### src/rtl/mult_pkg.sv
// Shared definitions for the multiply/accumulate datapath: product width,
// accumulator FSM states and the signed-add overflow rule.
package mult_pkg;

  localparam int unsigned PROD_W = 64;

  typedef enum logic [0:0] {
    ACCUM = 1'b0,
    HOLD  = 1'b1
  } state_e;

  // Two's-complement add overflows when both operands share a sign that the result lacks.
  function automatic logic signed_add_ovf(input logic a_sign, input logic b_sign,
                                          input logic r_sign);
    return (a_sign == b_sign) && (r_sign != a_sign);
  endfunction

endpackage

### src/rtl/beat_counter.sv
// Beat counter for the dot-product accumulator; synchronous clear wins over enable.
module beat_counter #(
  parameter int unsigned WIDTH = 3
) (
  input  logic             CLK,
  input  logic             rst_n,
  input  logic             en,
  input  logic             clr,
  output logic [WIDTH-1:0] count
);

  logic [WIDTH-1:0] count_q, count_d;

  always_comb begin
    count_d = count_q;
    if (clr) begin
      count_d = '0;
    end else if (en) begin
      count_d = count_q + WIDTH'(1);
    end
  end

  always_ff @(posedge CLK or negedge rst_n) begin
    if (!rst_n) begin
      count_q <= '0;
    end else begin
      count_q <= count_d;
    end
  end

  assign count = count_q;

endmodule

### src/rtl/dot_accum.sv
// Accumulates LEN signed 64-bit products into a wrapping ACC_W-bit sum, then
// holds the result (with a sticky overflow flag) until downstream takes it.
module dot_accum
  import mult_pkg::*;
#(
  parameter int unsigned LEN   = 4,
  parameter int unsigned ACC_W = 72
) (
  input  logic              CLK,
  input  logic              rst_n,
  input  logic [PROD_W-1:0] prod,
  input  logic              prod_vld,
  output logic              prod_rdy,
  input  logic              flush,
  output logic [ACC_W-1:0]  acc,
  output logic              acc_vld,
  input  logic              acc_rdy,
  output logic              ovf
);

  localparam int unsigned CNT_W = $clog2(LEN + 1);

  state_e           state_q;
  logic [ACC_W-1:0] sum_q;
  logic             ovf_q;

  logic [ACC_W-1:0] prod_ext;
  logic [ACC_W-1:0] sum_add;
  logic [CNT_W-1:0] count;
  logic             accept;
  logic             consume;
  logic             add_ovf;
  logic             last_beat;
  logic             close;

  // Handshake flags come only from the registered state, never from inputs.
  assign prod_rdy = (state_q == ACCUM);
  assign acc_vld  = (state_q == HOLD);

  assign accept  = prod_vld & prod_rdy;
  assign consume = acc_vld & acc_rdy;

  assign prod_ext = ACC_W'($signed(prod));
  assign sum_add  = sum_q + prod_ext;
  assign add_ovf  = signed_add_ovf(sum_q[ACC_W-1], prod_ext[ACC_W-1], sum_add[ACC_W-1]);

  assign last_beat = (count == CNT_W'(LEN - 1));

  // A flush with nothing accumulated and nothing arriving has no result to close.
  assign close = accept ? (last_beat | flush) : (flush & (count != '0));

  beat_counter #(
    .WIDTH (CNT_W)
  ) u_beat_counter (
    .CLK   (CLK),
    .rst_n (rst_n),
    .en    (accept),
    .clr   (consume),
    .count (count)
  );

  always_ff @(posedge CLK or negedge rst_n) begin
    if (!rst_n) begin
      state_q <= ACCUM;
      sum_q   <= '0;
      ovf_q   <= 1'b0;
    end else begin
      case (state_q)
        ACCUM: begin
          if (accept) begin
            sum_q <= sum_add;
            ovf_q <= ovf_q | add_ovf;
          end
          if (close) begin
            state_q <= HOLD;
          end
        end
        HOLD: begin
          if (acc_rdy) begin
            state_q <= ACCUM;
            sum_q   <= '0;
            ovf_q   <= 1'b0;
          end
        end
        default: state_q <= ACCUM;
      endcase
    end
  end

  assign acc = sum_q;
  assign ovf = ovf_q;

endmodule

### config.mk
export PLATFORM = sky130hd
export DESIGN_NAME = dot_accum
export DESIGN_NICKNAME = d
export VERILOG_FILES = /design/src/rtl/mult_pkg.sv /design/src/rtl/beat_counter.sv /design/src/rtl/dot_accum.sv
export SDC_FILE = /design/constraint.sdc
export NUM_CORES = 1
export LEC_CHECK = 0
export ABC_AREA = 1
export CORE_MARGIN = 5
export CORE_UTILIZATION = 50
export DETAILED_ROUTE_END_ITERATION = 12
export PLACE_DENSITY = 0.87
export SETUP_SLACK_MARGIN = 0.4
export SLEW_MARGIN = 20
export SYNTH_ARGS = -nofsm -noshare
export SYNTH_HDL_FRONTEND = slang
export SYNTH_HIERARCHICAL = 1
export SYNTH_SLANG_ARGS = --single-unit
export TNS_END_PERCENT = 100
### constraint.sdc
create_clock -name CLK -period 2 [get_ports CLK]
set_input_delay 0.3 -clock CLK [delete_from_list [all_inputs] [get_ports CLK]]
set_output_delay 0.3 -clock CLK [all_outputs]
set_load 0.01 [all_outputs]
==> results of run 1 <==
-- cells by family after synthesis --
group | count (synthesis) | synth area share
flops | 77 | 0.2186
xor+xnor | 6 | 0.005961
simple gates | 898 | 0.4192
compound gates | 231 | 0.1426
buf+inv | 253 | 0.1091
fa+ha+maj | 73 | 0.1045
-- timing repair --
item	CTS
buffers inserted	64
pin swaps	199
hold buffers	1
endpoints found under the setup margin	145
gates resized for setup	545
hold endpoints to repair	25
-- metal layers --
metal,overflow,track usage
met4,3,0.5843
met1,0,0.6737
met3,0,0.4682
met5,0,0.1100
met2,1,0.8412
-- through the flow --
step	util	hold WS, ps	cell area [um^2]
2_1_floorplan	-	4.409	10040
3_3_place_gp	0.7981	248.1	13800
3_5_place_dp	0.7981	255.4	13800
4_1_cts	0.9249	416.9	16000
==> flow_summary.json, run 1 <==
{
  "grt_pass1_wl_um": 100800,
  "synth_nets": 1680,
  "error": "[ERROR GRT-0116] Global routing finished with congestion. Check the congestion regions in the DRC Viewer.",
  "root_buffer": "clkbuf_16",
  "syn_inst": 1538,
  "status": "did not finish",
  "syn_area_per_cell_um2": 5.732,
  "fp-row-count": 48,
  "io_buffers": 143,
  "grt.total_usage": 0.6491,
  "ys_types": 38,
  "yosys_warnings": 6,
  "grt_max_degree": 34,
  "cts-htree-levels": 3,
  "yosysMostFrequentCell": "nand2_1",
  "die_y_um": 142.8,
  "synth_area_leaders": "nand2_1, dfrtp_1, ha_1, inv_1, nor2_1",
  "post-dp-hpwl_um": 33600,
  "routabilityCongestion": 1.057,
  "post-place-ws_ps": -778.4,
  "grt-ovfl-total": 4,
  "place_inst": 2166,
  "grt_pass1_vias": 17260,
  "synth_area_leader_cell": "nand2_1",
  "synth-seq-area-share": 0.2186,
  "synthFlopType": "dfrtp_1",
  "cts_sinks": 77,
  "stop_stage": "5_1_grt",
  "numCtsBuffers": 9,
  "start_util": 0.5097,
  "cts_buffer_depth": 2,
  "synth_enable_flop_cells": 0,
  "synthesis.area_um2": 8816,
  "ys_seq_elements": 77,
  "ys_top_cells_by_count": "nand2_1, inv_1, nor2_1, a21oi_1",
  "num_io_pins": 144,
  "ys_async_sr_fraction": 1.000,
  "die_w_um": 142.8,
  "synth_top_area_share": 0.2444
}
==> run 2: changes to the inputs <==
- CORE_UTILIZATION: 50 -> 40
- PLACE_DENSITY: 0.87 -> not set
- PLACE_DENSITY_LB_ADDON: not set -> 0.15
- SETUP_SLACK_MARGIN: 0.4 -> not set
- clock period: 2 -> 2.6 ns (I/O delays scaled with it)
==> run 2 against run 1 <==
  * The flow now finishes without violations
  * Synthesized cell count unchanged
  * Area after synthesis unchanged
==> flow_summary.json, run 2 <==
{
  "cts_tree": "done",
  "cts-htree-levels": 3,
  "die-area_um2": 25110,
  "fin_crit_ps": 2483,
  "synthFlopType": "dfrtp_1",
  "skew_ps": 12.51,
  "path_cells": "clkdlybuf4s50_1 -> buf_4 -> ha_1 -> a21oi_1 -> o21ai_0 -> a21oi_1 -> nand2_1 -> a21oi_1 -> nand2_2 -> nand2_1 -> nand3_1 -> nand2_1 -> inv_1",
  "max_freq_mhz": 402.8,
  "cts_sinks": 77,
  "vias": 11030,
  "clk_pin_slew_ps": 80,
  "drt_iter0_drc": 904,
  "ant_nets": 0,
  "hold_violations": 0,
  "synthesis.area_um2": 8816,
  "finalCritPeriodShare": 0.9548,
  "tns_ps": 0,
  "fp-row-count": 54,
  "synth_area_leader_cell": "nand2_1",
  "critPathMaxStageDelay_ps": 390,
  "ctsHoldBuffers": 0,
  "synth_top_area_share": 0.2444,
  "die_y_um": 158.5,
  "drive_gt1_frac": 0.1716,
  "grt.total_usage": 0.3010,
  "multi_input_area_um2": 5967,
  "required_ps": 2870,
  "cp-end-kind": "flop",
  "startpoint_type": "primary input",
  "root_buffer": "clkbuf_16",
  "drt-vias-per-instance": 5.021,
  "grt-ovfl-total": 0,
  "syn2layout_area_growth_pct": 43.51,
  "numCtsBuffers": 9,
  "crit_type": "in -> reg",
  "syn_area_per_cell_um2": 5.732,
  "utilization": 0.5816,
  "io_buffers": 143,
  "clock_latency_ps": 360,
  "synth_nets": 1680,
  "nets": 2054,
  "core-area_um2": 21760,
  "post-dp-hpwl_um": 31290,
  "crit_fanout": 9,
  "fin_cells": 2197,
  "final_common_cell": "nand2_1",
  "ys_top_cells_by_count": "nand2_1, inv_1, nor2_1, a21oi_1",
  "post-place-ws_ps": -265.7,
  "ir_drop_mv": 0.9593,
  "relSlewSlack": 0.5306,
  "busiest_layer": "met1",
  "firstDrtPassIters": 6,
  "start_util": 0.4052,
  "synth_area_leaders": "nand2_1, dfrtp_1, ha_1, inv_1, nor2_1",
  "place_inst": 2179,
  "ys_seq_elements": 77,
  "fin_ws_ps": 117.5,
  "met1_usage": 0.4621,
  "slowest_stage": "clkdlybuf4s50_1",
  "syn_inst": 1538,
  "yosysMostFrequentCell": "nand2_1",
  "wl_per_cell_um": 17.13,
  "grt_pass1_wl_um": 57960,
  "grtUsageMet2": 0.4420,
  "min_path_type": "in -> async",
  "fillers": 2268,
  "arrival_ps": 2750,
  "setup_viol": 0,
  "cts_buffer_depth": 2,
  "ys_types": 38,
  "p_leak_nw": 6.752,
  "synth_enable_flop_cells": 0,
  "num_io_pins": 144,
  "use_met3": 0.04349,
  "num_antenna_cells": 0,
  "drc": 0,
  "worst_pin_slew_ps": 704.1,
  "power_density_nw_per_um2": 1084,
  "grt_max_degree": 52,
  "largest_reg_flops": 72,
  "grt_pass1_vias": 10720,
  "slew_viol_final": 0,
  "ys_async_sr_fraction": 1.000,
  "yosys_warnings": 6,
  "power_mw": 13.71,
  "die_w_um": 158.5,
  "synth-seq-area-share": 0.2186,
  "most-common-layout-cells": "nand2_1, buf_4, inv_1",
  "antenna_found_initial": 0,
  "status": "finished, final reports clean",
  "drv_cap": 0,
  "drt-total-wl_um": 37640,
  "routabilityCongestion": 1.026,
  "regArea_um2": 1927
}
-- run 2: final timing paths --
check,endpoint,slack [ps],depth (start not counted),from
setup / recovery,ovf,120,13,prod[63]
hold / removal,acc[17],30,1,rst_n
setup reg to reg,acc[62],150,13,acc[38]
hold reg to reg,acc[50],510,2,acc[50]
max in group asynchronous,acc[68],1890,2,rst_n
min in group CLK,acc[50],510,2,acc[50]
-- run 2: worst max-delay path, delay by kind of cell --
kind                     cells  cell delay [ps]
adder cells (fa/ha/maj)      1              350
AO/OA/AOI/OAI                4             1030
AND/OR/NAND/NOR              5              370
buffers and inverters        3              600
-- run 2: per-layer routing --
metal	vias up	wire length (um)
li1	5599	-
met1	5012	18750
met2	378	15340
met3	42	2857
met4	0	681
met5	-	0
-- run 2: layout make-up --
type | count | area share
Tap cell | 280 | 0.02769
Sequential cell | 77 | 0.1523
Clock buffer | 10 | 0.01889
Timing Repair Buffer | 378 | 0.2553
Multi-Input combinational cell | 1208 | 0.4716
Clock inverter | 6 | 0.003560
Inverter | 238 | 0.07061
-- run 2: cell families (layout without fill, tap and decap cells) --
| group | after synthesis | in the layout | synth area share |
|---|---|---|---|
| XOR/XNOR | 6 | 6 | 0.005961 |
| AND/OR/NAND/NOR | 898 | 898 | 0.4192 |
| flip-flops | 77 | 77 | 0.2186 |
| buffers and inverters | 253 | 632 | 0.1091 |
| AO/OA/AOI/OAI | 231 | 231 | 0.1426 |
| adder cells (fa/ha/maj) | 73 | 73 | 0.1045 |
-- run 2: per-stage QoR --
stage          area (um^2)  hold WS (ps)
2_1_floorplan         8816         94.41
3_3_place_gp         12320         420.2
5_1_grt              12650         68.06
6_report             12650         31.37
4_1_cts              12600         48.66
3_5_place_dp         12320         428.8
-- run 2: power breakdown --
| group | internal (mW) | leakage (nW) | switching (mW) |
|---|---|---|---|
| combinational | 4.50 | 5.63 | 5.71 |
| sequential | 1.69 | 0.990 | 0.485 |
| clock | 0.681 | 0.132 | 0.640 |
-- run 2: timing repair --
action / CTS / global route
setup buffers: 0 / 2
setup endpoints to repair: 0 / 10
resized for setup: 0 / 7
Note: power is estimated with default switching activity, not from simulation.
==> run 3: changes to the inputs <==
- CTS_BUF_LIST: not set -> sky130_fd_sc_hd__clkbuf_8
- CTS_CLUSTER_SIZE: not set -> 16
==> run 3 against run 2 <==
  * The flow now finishes with violations (negative hold slack)
  * Cell count is the same
  * Register-to-register slack is essentially flat
  * Wire length barely moved
  * Worst setup slack better by 19 ps
  * Total power down 2.7%
  * Combinational power about the same
  * Design area fell by 1.0%
  * Sequential power is essentially flat
  * Clock power fell by 26%
  * Flip-flop and latch count stayed put
  * Die area is the same
  * Global-route usage is 0.076 points lower
  * Largest power group unchanged
  * Highest routed layer unchanged
==> flow_summary.json, run 3 (synthesis results as in run 2) <==
{
  "die_w_um": 158.5,
  "relSlewSlack": 0.5229,
  "violations": "negative hold slack",
  "hold_ws_ps": -5.828,
  "drt-total-wl_um": 37620,
  "arrival_ps": 2750,
  "ir_drop_mv": 0.9548,
  "drive_gt1_frac": 0.1690,
  "worst_pin_slew_ps": 715.6,
  "utilization": 0.5756,
  "syn2layout_area_growth_pct": 42.05,
  "drt_iter0_drc": 868,
  "place_area_um2": 12320,
  "slew_viol_final": 0,
  "grt_max_degree": 52,
  "core-area_um2": 21760,
  "place_inst": 2179,
  "die-area_um2": 25110,
  "hold_violations": 2,
  "numCtsBuffers": 9,
  "fin_area_um2": 12520,
  "num_io_pins": 144,
  "cts_buffer_depth": 2,
  "drc": 0,
  "cp-end-kind": "flop",
  "ctsHoldBuffers": 0,
  "reg2reg_from": "acc[38]",
  "post-place-ws_ps": -265.7,
  "status": "complete, but fails checks",
  "startpoint_type": "flop",
  "vias": 11020,
  "nets": 2054,
  "num_antenna_cells": 0,
  "fin_ws_ps": 136.4,
  "final_common_cell": "nand2_1",
  "clock_latency_ps": 400,
  "start_util": 0.4052,
  "fin_crit_ps": 2464,
  "rsz0062_at_grt": "no",
  "skew_ps": 18.01,
  "largest_reg_flops": 72,
  "p_leak_nw": 6.701,
  "r2r_slack_ps": 140,
  "clk_pin_slew_ps": 110,
  "post-dp-hpwl_um": 31290,
  "wl_per_cell_um": 17.12,
  "power_mw": 13.35,
  "drt-vias-per-instance": 5.015,
  "worstRegToRegCells": 12,
  "finalCritPeriodShare": 0.9475,
  "tns_ps": 0,
  "io_buffers": 143,
  "firstDrtPassIters": 5,
  "timing.rr.end": "acc[46]",
  "required_ps": 2890,
  "min_path_type": "in -> async",
  "fillers": 2287,
  "grt-ovfl-total": 0,
  "setup_viol": 0,
  "grt.total_usage": 0.3002,
  "crit_fanout": 4,
  "grt_pass1_vias": 10710,
  "ant_nets": 0,
  "die_y_um": 158.5,
  "crit_type": "reg -> reg",
  "drv_cap": 0,
  "cts_sinks": 77,
  "root_buffer": "clkbuf_8",
  "antenna_found_initial": 0,
  "cts-htree-levels": 3,
  "grt_pass1_wl_um": 57850,
  "cts_tree": "done",
  "fp-row-count": 54,
  "most-common-layout-cells": "nand2_1, buf_4, inv_1",
  "power_density_nw_per_um2": 1066,
  "fin_cells": 2197,
  "max_freq_mhz": 405.9,
  "routabilityCongestion": 1.026
}
==> run 3: cell counts in the layout (fill, tap and decap cells not counted) <==
Identical to the previous run, type by type.
==> run 3: area by class of cell <==
class                      count  area [um^2]  share of cell area
multi-input combinational   1208         5939              0.4743
timing repair buffer         378         3231              0.2580
sequential                    77         1927              0.1539
inverter                     238        893.4             0.07134
clock inverter                 6        45.04            0.003597
tap                          280        350.3             0.02797
clock buffer                  10        137.6             0.01099
==> run 3: how the worst max path moves through the flow <==
stage	from	end	slack (ps)	cells after the start
5_1_grt	acc[38]	ovf	2	13
4_1_cts	acc[37]	acc[70]	140	11
6_report	acc[38]	acc[46]	140	12
3_5_place_dp	prod[37]	acc[70]	-270	12
2_1_floorplan	acc[0]	acc[62]	480	17
3_3_place_gp	prod[37]	acc[54]	-280	12
==> run 3: power breakdown <==
group          switching, mW  internal, mW  total (mW)  leakage, nW
Combinational           5.71          4.48        10.2         5.63
Sequential             0.482          1.69        2.17        0.990
Clock                  0.599         0.379       0.979       0.0853
Total                   6.79          6.56        13.3         6.70
==> run 3: critical path, stage by stage, from the launching register on <==
cell     delay (ps)
dfrtp_1         430
ha_1            450
nand2_1         170
buf_4           170
nor2_1          120
inv_1            70
nor2_1          290
a21oi_1         190
buf_4           170
nand2_1          60
nand2_1          40
nand3_1         120
nand2_1          70
==> run 3: metal layers <==
layer / up-vias / track usage / routed length (um)
met5: - / 0 / 0
met4: 0 / 0.06661 / 636
met3: 39 / 0.04186 / 2639
met2: 375 / 0.4432 / 15310
met1: 5010 / 0.4622 / 19040
li1: 5595 / - / -
==> run 3: what timing repair did <==
| action | 4_1_cts | 5_1_grt |
|---|---|---|
| setup endpoints to repair | 0 | 6 |
| buffers inserted | 0 | 2 |
| hold endpoints to repair | 0 | 0 |
| gates resized for setup | 0 | 2 |
